==> config.mk <==
export PLATFORM = sky130hd
export DESIGN_NAME = alu_mc_flat
export DESIGN_NICKNAME = d
export VERILOG_FILES = /design/src/rtl/alu_pkg.sv /design/src/rtl/alu_mc_if.sv /design/src/rtl/alu_mul_iter.sv /design/src/rtl/alu_mc.sv /design/src/flat_wrapper.sv
export SDC_FILE = /design/constraint.sdc
export NUM_CORES = 1
export LEC_CHECK = 0
export ABC_AREA = 1
export CAP_MARGIN = 20
export CORE_MARGIN = 2
export CORE_UTILIZATION = 54
export DETAILED_ROUTE_END_ITERATION = 7
export GPL_TIMING_DRIVEN = 0
export PLACE_DENSITY_LB_ADDON = 0.1
export RECOVER_POWER = 100
export SYNTH_ARGS = -nofsm -noshare
export SYNTH_HDL_FRONTEND = slang
export SYNTH_SLANG_ARGS = --single-unit
export TNS_END_PERCENT = 100
==> constraint.sdc <==
create_clock -name clk -period 2.8 [get_ports clk]
set_clock_uncertainty 0.1 [all_clocks]
set_input_delay 0.28 -clock clk [delete_from_list [all_inputs] [get_ports clk]]
set_output_delay 0.28 -clock clk [all_outputs]
set_load 0.02 [all_outputs]
==> src/rtl/alu_pkg.sv <==
`default_nettype none
// ---------------------------------------------------------------------------
// alu_pkg : opcode, flag-index and FSM state definitions for alu_mc
// Rev 1.0
// ---------------------------------------------------------------------------
package alu_pkg;

  typedef enum logic [3:0] {
    OP_ADD  = 4'h0,
    OP_SUB  = 4'h1,
    OP_AND  = 4'h2,
    OP_OR   = 4'h3,
    OP_XOR  = 4'h4,
    OP_INC  = 4'h5,
    OP_MOVA = 4'h6,
    OP_MOVB = 4'h7,
    OP_SHL  = 4'h8,
    OP_SHR  = 4'h9,
    OP_ASR  = 4'hA,
    OP_MUL  = 4'hB
  } op_e;

  localparam int O_IDX = 3;
  localparam int N_IDX = 2;
  localparam int Z_IDX = 1;
  localparam int C_IDX = 0;

  typedef enum logic [1:0] {
    IDLE = 2'd0,
    BUSY = 2'd1,
    DONE = 2'd2
  } state_e;

endpackage
`default_nettype wire

==> src/rtl/alu_mc_if.sv <==
`default_nettype none
// ---------------------------------------------------------------------------
// alu_mc_if : operand/result handshake bundle between datapath and alu_mc
// Rev 1.0
// ---------------------------------------------------------------------------
interface alu_mc_if #(
  parameter int WIDTH = 8
) ();
  logic             in_valid;
  logic             in_ready;
  logic [WIDTH-1:0] A;
  logic [WIDTH-1:0] B;
  logic [3:0]       op;
  logic             flag_en;
  logic             flags_clr;
  logic             out_valid;
  logic             out_ready;
  logic [WIDTH-1:0] Y;
  logic [3:0]       ONZC;

  modport master (
    output in_valid, A, B, op, flag_en, flags_clr, out_ready,
    input  in_ready, out_valid, Y, ONZC
  );

  modport slave (
    input  in_valid, A, B, op, flag_en, flags_clr, out_ready,
    output in_ready, out_valid, Y, ONZC
  );
endinterface
`default_nettype wire

==> src/rtl/alu_mul_iter.sv <==
`default_nettype none
// ---------------------------------------------------------------------------
// alu_mul_iter : iterative shift-add unsigned multiplier, one bit per cycle
// Rev 1.0
// ---------------------------------------------------------------------------
module alu_mul_iter #(
  parameter int WIDTH = 8
) (
  input  logic             clk,
  input  logic             rst_neg,
  input  logic             start_i,
  input  logic [WIDTH-1:0] a_i,
  input  logic [WIDTH-1:0] b_i,
  output logic             busy_o,
  output logic             done_o,
  output logic [WIDTH-1:0] product_o,
  output logic             hi_nz_o
);
  localparam int CW = (WIDTH > 1) ? $clog2(WIDTH) : 1;

  logic [2*WIDTH-1:0] acc_q, acc_d, mcand_q, mcand_d;
  logic [WIDTH-1:0]   mplier_q, mplier_d;
  logic [CW-1:0]      cnt_q, cnt_d;
  logic               busy_q, busy_d;

  always_comb begin
    acc_d    = acc_q;
    mcand_d  = mcand_q;
    mplier_d = mplier_q;
    cnt_d    = cnt_q;
    busy_d   = busy_q;
    if (start_i) begin
      acc_d    = '0;
      mcand_d  = {{WIDTH{1'b0}}, a_i};
      mplier_d = b_i;
      cnt_d    = CW'(WIDTH - 1);
      busy_d   = 1'b1;
    end else if (busy_q) begin
      if (mplier_q[0]) acc_d = acc_q + mcand_q;
      mcand_d  = mcand_q << 1;
      mplier_d = mplier_q >> 1;
      cnt_d    = cnt_q - 1'b1;
      if (cnt_q == '0) busy_d = 1'b0;
    end
  end

  always_ff @(posedge clk) begin
    if (!rst_neg) begin
      acc_q    <= '0;
      mcand_q  <= '0;
      mplier_q <= '0;
      cnt_q    <= '0;
      busy_q   <= 1'b0;
    end else begin
      acc_q    <= acc_d;
      mcand_q  <= mcand_d;
      mplier_q <= mplier_d;
      cnt_q    <= cnt_d;
      busy_q   <= busy_d;
    end
  end

  // The final product is taken from the accumulator's next value so the
  // owner can register it on the same edge as the last iteration.
  assign busy_o    = busy_q;
  assign done_o    = busy_q && (cnt_q == '0);
  assign product_o = acc_d[WIDTH-1:0];
  assign hi_nz_o   = |acc_d[2*WIDTH-1:WIDTH];

endmodule
`default_nettype wire

==> src/rtl/alu_mc.sv <==
`default_nettype none
// ---------------------------------------------------------------------------
// alu_mc : multi-cycle ALU, 12 ops incl. iterative MUL, ONZC flag register
// Rev 1.0
// ---------------------------------------------------------------------------
module alu_mc
  import alu_pkg::*;
#(
  parameter int WIDTH = 8
) (
  input  logic    clk,
  input  logic    rst_neg,
  alu_mc_if.slave bus
);
  localparam int MSB = WIDTH - 1;

  state_e           state_q, state_d;
  logic [WIDTH-1:0] y_q, y_d;
  logic [3:0]       flags_q, flags_d;
  logic             flag_en_q, flag_en_d;

  logic [WIDTH:0]   sum_w, diff_w;
  logic [WIDTH-1:0] addend_w, alu_y_w, mul_y_w;
  logic [3:0]       alu_f_w, mul_f_w;
  logic             ovf_w, cry_w;
  logic             mul_start_w, mul_busy_w, mul_done_w, mul_hi_nz_w;

  alu_mul_iter #(.WIDTH(WIDTH)) u_mul (
    .clk       (clk),
    .rst_neg   (rst_neg),
    .start_i   (mul_start_w),
    .a_i       (bus.A),
    .b_i       (bus.B),
    .busy_o    (mul_busy_w),
    .done_o    (mul_done_w),
    .product_o (mul_y_w),
    .hi_nz_o   (mul_hi_nz_w)
  );

  // Single-cycle datapath; INC reuses the adder with B forced to +1.
  always_comb begin
    addend_w = (bus.op == OP_INC) ? WIDTH'(1) : bus.B;
    sum_w    = {1'b0, bus.A} + {1'b0, addend_w};
    diff_w   = {1'b0, bus.A} - {1'b0, bus.B};
    alu_y_w  = '0;
    ovf_w    = 1'b0;
    cry_w    = 1'b0;
    case (bus.op)
      OP_ADD, OP_INC: begin
        alu_y_w = sum_w[MSB:0];
        ovf_w   = (bus.A[MSB] == addend_w[MSB]) && (sum_w[MSB] != bus.A[MSB]);
        cry_w   = sum_w[WIDTH];
      end
      OP_SUB: begin
        alu_y_w = diff_w[MSB:0];
        ovf_w   = (bus.A[MSB] != bus.B[MSB]) && (diff_w[MSB] != bus.A[MSB]);
        cry_w   = diff_w[WIDTH];
      end
      OP_AND:  alu_y_w = bus.A & bus.B;
      OP_OR:   alu_y_w = bus.A | bus.B;
      OP_XOR:  alu_y_w = bus.A ^ bus.B;
      OP_MOVA: alu_y_w = bus.A;
      OP_MOVB: alu_y_w = bus.B;
      OP_SHL: begin
        alu_y_w = bus.A << 1;
        cry_w   = bus.A[MSB];
      end
      OP_SHR: begin
        alu_y_w = bus.A >> 1;
        cry_w   = bus.A[0];
      end
      OP_ASR: begin
        alu_y_w = $signed(bus.A) >>> 1;
        cry_w   = bus.A[0];
      end
      default: alu_y_w = '0;
    endcase
    alu_f_w        = '0;
    alu_f_w[O_IDX] = ovf_w;
    alu_f_w[N_IDX] = alu_y_w[MSB];
    alu_f_w[Z_IDX] = (alu_y_w == '0);
    alu_f_w[C_IDX] = cry_w;
    mul_f_w        = '0;
    mul_f_w[N_IDX] = mul_y_w[MSB];
    mul_f_w[Z_IDX] = (mul_y_w == '0);
    mul_f_w[C_IDX] = mul_hi_nz_w;
  end

  always_comb begin
    state_d     = state_q;
    y_d         = y_q;
    flags_d     = flags_q;
    flag_en_d   = flag_en_q;
    mul_start_w = 1'b0;
    case (state_q)
      IDLE: begin
        if (bus.in_valid) begin
          flag_en_d = bus.flag_en;
          if (bus.op == OP_MUL) begin
            state_d     = BUSY;
            mul_start_w = 1'b1;
          end else begin
            state_d = DONE;
            y_d     = alu_y_w;
            if (bus.flag_en) flags_d = alu_f_w;
          end
        end
      end
      BUSY: begin
        if (mul_done_w) begin
          state_d = DONE;
          y_d     = mul_y_w;
          if (flag_en_q) flags_d = mul_f_w;
        end else if (!mul_busy_w) begin
          state_d = IDLE;
        end
      end
      DONE: begin
        if (bus.out_ready) state_d = IDLE;
      end
      default: state_d = IDLE;
    endcase
    if (bus.flags_clr) flags_d = '0;
  end

  always_ff @(posedge clk) begin
    if (!rst_neg) begin
      state_q   <= IDLE;
      y_q       <= '0;
      flags_q   <= '0;
      flag_en_q <= 1'b0;
    end else begin
      state_q   <= state_d;
      y_q       <= y_d;
      flags_q   <= flags_d;
      flag_en_q <= flag_en_d;
    end
  end

  assign bus.in_ready  = (state_q == IDLE);
  assign bus.out_valid = (state_q == DONE);
  assign bus.Y         = y_q;
  assign bus.ONZC      = flags_q;

endmodule
`default_nettype wire

==> src/flat_wrapper.sv <==
// flat-port wrapper written by rule: the top's interface ports become plain ports
module alu_mc_flat import alu_pkg::*;
#(
  parameter int WIDTH = 8
)
  (clk, rst_neg, bus_in_valid, bus_A, bus_B, bus_op, bus_flag_en, bus_flags_clr, bus_out_ready, bus_in_ready, bus_out_valid, bus_Y, bus_ONZC);
  alu_mc_if #(.WIDTH(WIDTH)) bus_i ();
  input  logic clk;
  input  logic rst_neg;
  input wire logic [$bits(bus_i.in_valid)-1:0] bus_in_valid;
  input wire logic [$bits(bus_i.A)-1:0] bus_A;
  input wire logic [$bits(bus_i.B)-1:0] bus_B;
  input wire logic [$bits(bus_i.op)-1:0] bus_op;
  input wire logic [$bits(bus_i.flag_en)-1:0] bus_flag_en;
  input wire logic [$bits(bus_i.flags_clr)-1:0] bus_flags_clr;
  input wire logic [$bits(bus_i.out_ready)-1:0] bus_out_ready;
  output wire logic [$bits(bus_i.in_ready)-1:0] bus_in_ready;
  output wire logic [$bits(bus_i.out_valid)-1:0] bus_out_valid;
  output wire logic [$bits(bus_i.Y)-1:0] bus_Y;
  output wire logic [$bits(bus_i.ONZC)-1:0] bus_ONZC;
  assign bus_i.in_valid = bus_in_valid;
  assign bus_i.A = bus_A;
  assign bus_i.B = bus_B;
  assign bus_i.op = bus_op;
  assign bus_i.flag_en = bus_flag_en;
  assign bus_i.flags_clr = bus_flags_clr;
  assign bus_i.out_ready = bus_out_ready;
  assign bus_in_ready = bus_i.in_ready;
  assign bus_out_valid = bus_i.out_valid;
  assign bus_Y = bus_i.Y;
  assign bus_ONZC = bus_i.ONZC;
  alu_mc #(.WIDTH(WIDTH)) u_core (.clk(clk), .rst_neg(rst_neg), .bus(bus_i));
endmodule
* After elaboration in Yosys (flattened, before gate mapping)
Index checks and enable logic that the tools add are counted.
** Operators by class
- Equality and inequality tests :: 24
- Reductions and logical operators :: 19
- Add/sub/neg operators :: 4
- Multiplexer cells :: 35
- Bitwise gates (word level) :: 4
** Operators with widths (number)
- one-hot mux 8 bit (10 select lines) :: 1
- 2-to-1 mux 8 bit :: 8
- 2-to-1 mux 16 bit :: 3
- 2-to-1 mux 4 bit :: 5
- adder 16 bit :: 1
- equality test 4 x 3 -> 1 bit, second input constant :: 4
- equality test 4 bit, second input constant :: 4
- logical NOT 8 bit :: 2
- one-hot mux 8 bit (2 select lines) :: 1
- 2-to-1 mux 2 bit :: 5
- adder 8 x 8 -> 9 bit :: 1
- subtractor 8 x 8 -> 9 bit :: 1
- bitwise AND 8 bit :: 1
- equality test 4 x 2 -> 1 bit, second input constant :: 2
- != test 2 bit, second input constant :: 4
- OR 8 bit :: 1
- one-hot mux 4 bit (2 select lines) :: 1
- OR reduction 2 bit :: 4
- OR reduction 8 bit :: 1
- XOR 8 bit :: 1
- 2-to-1 mux 1 bit :: 6
- 2-to-1 mux 3 bit :: 2
- one-hot mux 2 bit (3 select lines) :: 1
- AND reduction 6 bit :: 1
- other kinds (19) :: 25
** Word-level totals
- Output and inout port bits :: 14
- Register bits after elaboration :: 59
- Logic and storage cells :: 96

* Logic depth before layout (Yosys ltp)
Gate-level depths: netlist of the first run.
- Depth after elaboration :: 10
- Gate-level depth with buffers :: 17
- Mapped depth without buffers :: 17

* Hierarchy
A second synthesis of the first run with hierarchy kept.
** Unflattened totals
- Cell total of the unflattened synthesis :: 895
- Area total of the unflattened synthesis :: 5296.3 µm²
** Modules (own cells, without submodules)
- alu_mul_iter :: cells an instance 445, instances 1, area each 2822.7 µm², sequential area each 880.8 µm²
- alu_mc :: cells an instance 450, instances 1, area each 2473.6 µm², sequential area each 300.3 µm²

* Worst setup path before layout of the first run
Ideal clock, no wire load.
- Path kind :: input to register
- From :: input bus_op[2]
- To :: register u_core.flags_q[1] (netlist: u_core.bus.ONZC[1])
- Library setup time :: 0.066 ns
- Arrival :: 2.089 ns
- Required time :: 2.634 ns
- Path slack :: 0.545 ns
- Path buffers :: 0
- Cell stages on the path :: 16
- Cell sequence :: inv_1 -> nor2_1 -> nand3_1 -> inv_1 -> nor2_1 -> ha_1 -> nand3_1 -> nand2_1 -> nand3_1 -> o21ai_1 -> nor2_1 -> nor2_1 -> nand3_1 -> nor2_1 -> nand3_1 -> a21oi_2
** Between the ends
- Longest elaborated chain between the ends :: 9
- Elaborated cells between the ends (all ways) :: 30
- Those cells by class :: 1 x add/sub; 12 x eq/ne; 12 x mux; 5 x reduce/logical
** Ends and longest elaborated chain
- start, declared :: RTL line flat_wrapper.sv:13 : input wire logic [$bits(bus_i.op)-1:0] bus_op;
- equality test 4 x 3 -> 1 bit or equality test 4 bit (tied branches) :: RTL line alu_mc.sv:42, alu_mc.sv:48, alu_mc.sv:99
- 2-to-1 mux 8 bit or 2-to-1 mux 1 bit (tied branches) :: RTL line alu_mc.sv:42, alu_mc.sv:99
- adder 8 x 8 -> 9 bit or 2-to-1 mux 1 bit (tied branches) :: RTL line alu_mc.sv:43, alu_mc.sv:97
- one-hot mux 8 bit (10 select lines) or 2-to-1 mux 1 bit (tied branches) :: RTL line alu_mc.sv:48, alu_mc.sv:95
- logical NOT 8 bit or 2-to-1 mux 16 bit (tied branches) :: RTL line alu_mc.sv:81, alu_mul_iter.sv:32
- 2-to-1 mux 4 bit or logical NOT 8 bit (tied branches) :: RTL line alu_mc.sv:105, alu_mc.sv:85
- 2-to-1 mux 4 bit, on equally long branches :: RTL line alu_mc.sv:99, alu_mc.sv:113
- 2-to-1 mux 4 bit, on equally long branches :: RTL line alu_mc.sv:97, alu_mc.sv:110
- one-hot mux 4 bit (2 select lines) :: RTL line alu_mc.sv:95 : case (state_q)
- end signal, assigned :: RTL line alu_mc.sv:135 : flags_q <= flags_d;
- end, declared :: RTL line alu_mc.sv:19 : logic [3:0] flags_q, flags_d;
Several ways; a longest one is shown, not always the timed one. The select of a mux whose other input is x is not followed.
A chain may end at the register's enable or synchronous reset.

* Worst setup path after layout of the first run
- From :: input bus_B[0]
- To :: register u_core.y_q[4] (netlist: u_core.bus.Y[4])
** Between the ends
- Longest elaborated chain between the ends :: 6
- Elaborated cells between the ends (all ways) :: 7
- Those cells by class :: 2 x add/sub; 5 x mux
** Ends and longest elaborated chain
- start, declared :: RTL line flat_wrapper.sv:12 : input wire logic [$bits(bus_i.B)-1:0] bus_B;
- 2-to-1 mux 8 bit :: RTL line alu_mc.sv:42 : addend_w = (bus.op == OP_INC) ? WIDTH'(1) : bus.B;
- adder 8 x 8 -> 9 bit :: RTL line alu_mc.sv:43 : sum_w = {1'b0, bus.A} + {1'b0, addend_w};
- one-hot mux 8 bit (10 select lines) * :: RTL line alu_mc.sv:48 : case (bus.op)
- 2-to-1 mux 8 bit * :: RTL line alu_mc.sv:99 : if (bus.op == OP_MUL) begin
- 2-to-1 mux 8 bit * :: RTL line alu_mc.sv:97 : if (bus.in_valid) begin
- one-hot mux 8 bit (2 select lines) * :: RTL line alu_mc.sv:95
- end signal, assigned :: RTL line alu_mc.sv:134 : y_q <= y_d;
- end, declared :: RTL line alu_mc.sv:18 : logic [WIDTH-1:0] y_q, y_d;
Every way passes the cells marked *; elsewhere a longest branch is shown, timed or not. The select of a mux whose other input is x is not followed.

==> flow_metrics.env, run 1 <==
export IMPL_timing_final_crit_share_pct=94.8
export IMPL_final_cell_area_um2=5790
export IMPL_multiInputGateArea_um2=3270
export IMPL_critical_path_startpoint="bus_B[0]"
export IMPL_cp_end_kind="flop"
export IMPL_synth_top_area_share_pct=23.7
export IMPL_pre_cts_ws_ps=-595
export IMPL_ys_types=36
export IMPL_route_detailed_drc=0
export IMPL_rows=35
export IMPL_dpl_hpwl_um=12100
export IMPL_seq_area_um2=1180
export IMPL_netlist_top_cells_area="dfxtp_1 24%, nand2_1 17%, ha_1 12%"
export IMPL_finalSetupViolations=0
export IMPL_routed_wl_um=14900
export IMPL_slowest_delay_ps=610
export IMPL_cts_tree="yes"
export IMPL_powerDensity_nw_per_um2=354
export IMPL_grt_pass1_vias=5136
export IMPL_required_ps=2930
export IMPL_routabilityCongestion=0.971
export IMPL_max_slew_margin_pct=61.9
export IMPL_hold_viol_final=0
export IMPL_grt_max_degree=13
export IMPL_synth_compound_area_share_pct=16.9
export IMPL_crit_arrival_ps=2780
export IMPL_leakage_nw=2.87
export IMPL_muxShareOfSynthArea_pct=0
export IMPL_r2r_end="u_core.bus.ONZC[1]"
export IMPL_place_area_um2=5520
export IMPL_cp_num_cells=16
export IMPL_first_iter_violations=273
export IMPL_crit_end="u_core.bus.Y[4]"
export IMPL_fin_crit_ps=2650
export IMPL_rsz0062_at_grt="false"
export IMPL_ys_ff_latch=59
export IMPL_vias=5437
export IMPL_cp_slowest_cell="clkdlybuf4s50_1"
export IMPL_synth_top_family_by_area="simple AND/OR/NAND/NOR gates"
export IMPL_criticalPathCategory="in2reg"
export IMPL_cp_cell_sequence="clkdlybuf4s50_1 -> inv_1 -> nand2_1 -> ha_2 -> inv_1 -> fa_1 -> inv_1 -> nand3_1 -> nand2_2 -> a21oi_1 -> o21ai_1 -> nand4_1 -> o21ai_0 -> o21ai_1 -> nand2_1 -> inv_1"
export IMPL_h_tree_depth=3
export IMPL_r2r_start="u_core.u_mul.mcand_q[0]"
export IMPL_max_clock_freq_mhz=377
export IMPL_syn_nets=893
export IMPL_ant_nets=0
export IMPL_final_cells=988
export IMPL_grtUsageTotal_pct=30.5
export IMPL_dieArea_um2=10000
export IMPL_cts_buffers=9
export IMPL_die_h_um=100
export IMPL_start_util_pct=54.8
export IMPL_cp_top_family="buffers and inverters"
export IMPL_root_buffer="clkbuf_8"
export IMPL_grt_overflow=0
export IMPL_clk_latency_ps=330
export IMPL_io_pins=40
export IMPL_async_flop_share_pct=0
export IMPL_worstHoldPathType="in2reg"
export IMPL_worst_slack_ps=147
export IMPL_syn_area_um2=4990
export IMPL_status="completed"
export IMPL_cp_max_fo=5
export IMPL_synthXorXnorAreaFrac_pct=1.58
export IMPL_mostFrequentLayoutCells="228 x nand2_1, 112 x inv_1, 80 x nor2_1"
export IMPL_area_growth_pct=15.9
export IMPL_core_area_um2=9110
export IMPL_yosys_most_used_dff="dfxtp_1"
export IMPL_ys_warn_count=0
export IMPL_final_net_count=950
export IMPL_final_util_pct=63.5
export IMPL_avgRoutedWirePerCell_um=15.1
export IMPL_synth_edf_count=0
export IMPL_port_buffers=39
export IMPL_clk_path_buf_depth=2
export IMPL_cts_sinks=59
export IMPL_yosysSeqAreaShare_pct=23.7
export IMPL_timing_hold_ws_ps=295
export IMPL_nFillCells=897
export IMPL_synthCells=815
export IMPL_path_clk_slew_ps=70
export IMPL_synth_top_area_cell="dfxtp_1"
export IMPL_synthSimpleGateAreaFrac_pct=33.2
export IMPL_dpl_cell_count=965
export IMPL_crit_top_cell="inv_1"
export IMPL_setup_tns_ps=0
export IMPL_fp_dieW_um=100
export IMPL_rr_worst_depth=12
export IMPL_synthAdderAreaFrac_pct=13.5
export IMPL_layout_drive_gt1_share_pct=7.07
export IMPL_syn_avg_cell_area_um2=6.13
export IMPL_whs_path_depth=3
export IMPL_antenna_cells=0
export IMPL_first_pass_iters=6
export IMPL_finalPower_mw=2.05
export IMPL_via_per_inst=5.50
export IMPL_tightest_slew_ps=571
export IMPL_drv_slew=0
export IMPL_crit_path_start_kind="input pin"
export IMPL_layout_commonest_cell="nand2_1"
export IMPL_ff2ff_setup_slack_ps=340
export IMPL_path_buf_inv=5
export IMPL_maxCapViolations=0
export IMPL_vdd_ir_drop_max_mv=0.252
export IMPL_grt_pass1_wl_um=24200
export IMPL_antenna_found_initial=0
## power breakdown
part           leakage [nW]  switching, mW  internal (mW)
clock network        0.0855          0.366          0.352
logic                  2.31          0.292          0.172
registers             0.477         0.0122          0.857
## per-layer routing
layer,share of wire [%],track usage (%),vias to the layer above,routed length [um]
met5,0,0,-,0
met4,3.5,10.4,0,516
met3,5.3,4.39,45,796
met2,49,56.4,166,7310
met1,42,35.8,2477,6280
li1,-,-,2749,-
## final cells by class
class / count / area share, %
buffer: 16 / 1.36
timing repair buffer: 46 / 7.78
clock inverter: 6 / 0.843
tap: 111 / 2.40
clock buffer: 10 / 2.38
inverter: 127 / 8.28
sequential: 59 / 20.4
multi-input combinational: 613 / 56.5
## how the worst min path moves through the flow
stage / slack, ps / to / startpoint
4_1_cts: 370 / u_core.u_mul.mcand_q[11] / u_core.u_mul.mcand_q[10]
5_1_grt: 300 / u_core.u_mul.mcand_q[0] / bus_A[0]
2_1_floorplan: 280 / u_core.bus.Y[4] / rst_neg
3_3_place_gp: 350 / u_core.u_mul.mplier_q[7] / u_core.u_mul.mplier_q[7]
3_5_place_dp: 360 / u_core.u_mul.mplier_q[7] / u_core.u_mul.mplier_q[7]
6_report: 290 / u_core.u_mul.mcand_q[0] / bus_A[0]
## cells in the mapped netlist (4+ instances only)
master    instances
nand2_1         228
inv_1           111
nor2_1           81
nand3_1          67
dfxtp_1          59
a21oi_1          56
ha_1             49
o21ai_0          45
a31oi_1          15
inv_2            13
nand4_1          10
clkbuf_1          9
o22ai_1           9
o21ai_1           8
xor2_1            6
buf_2             5
nor3_1            5
o21ai_2           4
o21bai_1          4
## sequential cells by signal, indices dropped and copies added, names as in the netlist
signal                 cells
u_core.u_mul.acc_q        16
u_core.u_mul.mcand_q      16
u_core.bus.Y               8
u_core.u_mul.mplier_q      8
u_core.bus.ONZC            4
u_core.u_mul.cnt_q         3
u_core.state_q             2
u_core.flag_en_q           1
u_core.u_mul.busy_o        1
## worst min-delay path: cells and delay by family
| family | cells | cell delay (ps) |
|---|---|---|
| buffers and inverters | 1 | 210 |
| and+or+nand+nor | 1 | 120 |
| AOI/OAI and AO/OA | 1 | 60 |
## logic make-up (layout without fill, tap and decap cells)
family	after synthesis	after routing
adder cells (fa/ha/maj)	52	52
flip-flops	59	59
AND/OR/NAND/NOR	401	401
AO/OA/AOI/OAI	151	151
XOR/XNOR	9	9
buffers and inverters	143	205
## repair_timing
| item | CTS | global route |
|---|---|---|
| endpoints found under the setup margin | 6 | 10 |
| hold buffers | 0 | 0 |
| resized for setup | 6 | 13 |
| pin swaps | 3 | 7 |
| buffers inserted | 4 | 3 |
Note: power is estimated with default switching activity, not from simulation.
==> run 2: changes to the inputs <==
Settings changed: SLEW_MARGIN set to 20.
Clock period 2.8 ns to 2.6 ns, I/O delays scaled along.
==> flow_metrics.env, run 2 (same netlist as run 1, synthesis figures left out) <==
export IMPL_status="completed"
export IMPL_pre_cts_ws_ps=-775
export IMPL_dpl_hpwl_um=12100
export IMPL_multiInputGateArea_um2=3300
export IMPL_port_buffers=39
export IMPL_cp_top_family="adder cells"
export IMPL_use_met3_pct=4.39
export IMPL_vdd_ir_drop_max_mv=0.269
export IMPL_ant_nets=0
export IMPL_criticalPathCategory="in2reg"
export IMPL_maxCapViolations=0
export IMPL_nFillCells=891
export IMPL_final_net_count=952
export IMPL_route_detailed_drc=0
export IMPL_hold_viol_final=0
export IMPL_rows=35
export IMPL_max_slew_margin_pct=53.5
export IMPL_h_tree_depth=3
export IMPL_cp_end_kind="flop"
export IMPL_routed_wl_um=15000
export IMPL_cp_slowest_cell="fa_1"
export IMPL_cts_sinks=59
export IMPL_vias=5418
export IMPL_clk_path_buf_depth=2
export IMPL_largestRegisters="u_core.u_mul.acc_q (16), u_core.u_mul.mcand_q (16)"
export IMPL_clk_latency_ps=330
export IMPL_first_iter_violations=235
export IMPL_path_buf_inv=3
export IMPL_first_pass_iters=5
export IMPL_antenna_cells=0
export IMPL_grt_busiest_layer="met2"
export IMPL_crit_top_cell="o21ai_0"
export IMPL_routabilityCongestion=0.971
export IMPL_slowest_delay_ps=420
export IMPL_cts_tree="yes"
export IMPL_area_growth_pct=16.6
export IMPL_powerDensity_nw_per_um2=382
export IMPL_seq_area_um2=1180
export IMPL_tightest_slew_ps=698
export IMPL_use_met1_pct=35.8
export IMPL_met2_usage_pct=56.6
export IMPL_fin_crit_ps=2500
export IMPL_cp_cell_sequence="dlygate4sd2_1 -> inv_1 -> ha_1 -> fa_1 -> nor2_1 -> o21ai_0 -> nand2_1 -> a21oi_1 -> o21ai_0 -> nand4_1 -> o21ai_0 -> o21ai_1 -> nand2_1 -> inv_1"
export IMPL_timing_final_crit_share_pct=96.3
export IMPL_dieArea_um2=10000
export IMPL_avgRoutedWirePerCell_um=15.1
export IMPL_core_area_um2=9110
export IMPL_final_util_pct=63.9
export IMPL_mostFrequentLayoutCells="228 x nand2_1, 110 x inv_1, 77 x nor2_1"
export IMPL_layout_drive_gt1_share_pct=8.19
export IMPL_grt_pass1_vias=5156
export IMPL_antenna_found_initial=0
export IMPL_root_buffer="clkbuf_8"
export IMPL_grt_max_degree=13
export IMPL_drv_slew=0
export IMPL_rsz0062_at_grt="false"
export IMPL_via_per_inst=5.47
export IMPL_path_clk_slew_ps=80
export IMPL_crit_path_start_kind="input pin"
export IMPL_io_pins=40
export IMPL_die_h_um=100
export IMPL_grtUsageTotal_pct=30.6
export IMPL_ctsHoldBuffers=0
export IMPL_grt_overflow=0
export IMPL_leakage_nw=2.89
export IMPL_ff2ff_setup_slack_ps=250
export IMPL_crit_arrival_ps=2630
export IMPL_grt_pass1_wl_um=24300
export IMPL_fp_dieW_um=100
export IMPL_worst_slack_ps=96.3
export IMPL_max_clock_freq_mhz=399
export IMPL_finalSetupViolations=0
export IMPL_cts_buffers=9
export IMPL_layout_commonest_cell="nand2_1"
export IMPL_worstHoldPathType="in2reg"
export IMPL_start_util_pct=54.8
export IMPL_required_ps=2720
export IMPL_cp_max_fo=6
run 2: changes by cell type in the layout (fill, tap and decap cells not counted), sizes merged:
cell	previous run	this run
clkbuf	22	24
clkdlybuf4s15	0	2
clkdlybuf4s50	23	16
dlygate4sd2	0	2
dlygate4sd3	13	14
dlymetal6s2s	3	5
run 2: power breakdown:
group | leakage [nW] | total (mW) | internal [mW] | switching [mW]
clock | 0.0855 | 0.777 | 0.380 | 0.397
sequential | 0.477 | 0.936 | 0.923 | 0.0131
combinational | 2.33 | 0.513 | 0.192 | 0.321
run 2: layout make-up:
cell class,count,area share (%)
Buffer,16,1.12
Clock buffer,10,2.36
Clock inverter,6,0.838
Inverter,127,8.23
Multi-Input combinational cell,613,56.7
Sequential cell,59,20.3
Tap cell,111,2.39
Timing Repair Buffer,48,8.04
run 2: worst min-delay path, stage by stage:
cell	delay (ps)
dlymetal6s2s_1	200
nand2_1	100
a31oi_1	70
run 2: worst paths after layout:
path / start / to / cells past startpoint
max: bus_A[0] / u_core.bus.Y[4] / 14
min: bus_B[0] / u_core.u_mul.mplier_q[0] / 3
max reg2reg: u_core.u_mul.mcand_q[0] / u_core.bus.ONZC[1] / 12
min reg2reg: u_core.u_mul.mcand_q[10] / u_core.u_mul.mcand_q[11] / 2
run 2: stage by stage:
| stage | TNS, ps | hold slack, ps | std cells | instance area [um^2] | power, mW |
|---|---|---|---|---|---|
| 2_1_floorplan | 0 | 258 | 815 | 4990 | 1.24 |
| 3_5_place_dp | -5830 | 362 | 965 | 5520 | 1.43 |
| 4_1_cts | 0 | 370 | 987 | 5790 | 2.21 |
| 5_1_grt | 0 | 262 | 990 | 5820 | 2.33 |
| 6_report | 0 | 254 | 990 | 5820 | 2.23 |
| 3_3_place_gp | -5430 | 352 | 965 | 5520 | 1.42 |
run 2: what timing repair did:
action,CTS,global route
setup buffers,6,3
endpoints found under the setup margin,10,10
pin swaps,8,9
resized for setup,20,24
run 2: routing by layer:
| layer | vias up | wire [um] |
|---|---|---|
| li1 | 2750 | - |
| met1 | 2470 | 6400 |
| met2 | 164 | 7490 |
| met3 | 34 | 734 |
| met4 | 0 | 363 |
| met5 | - | 0 |
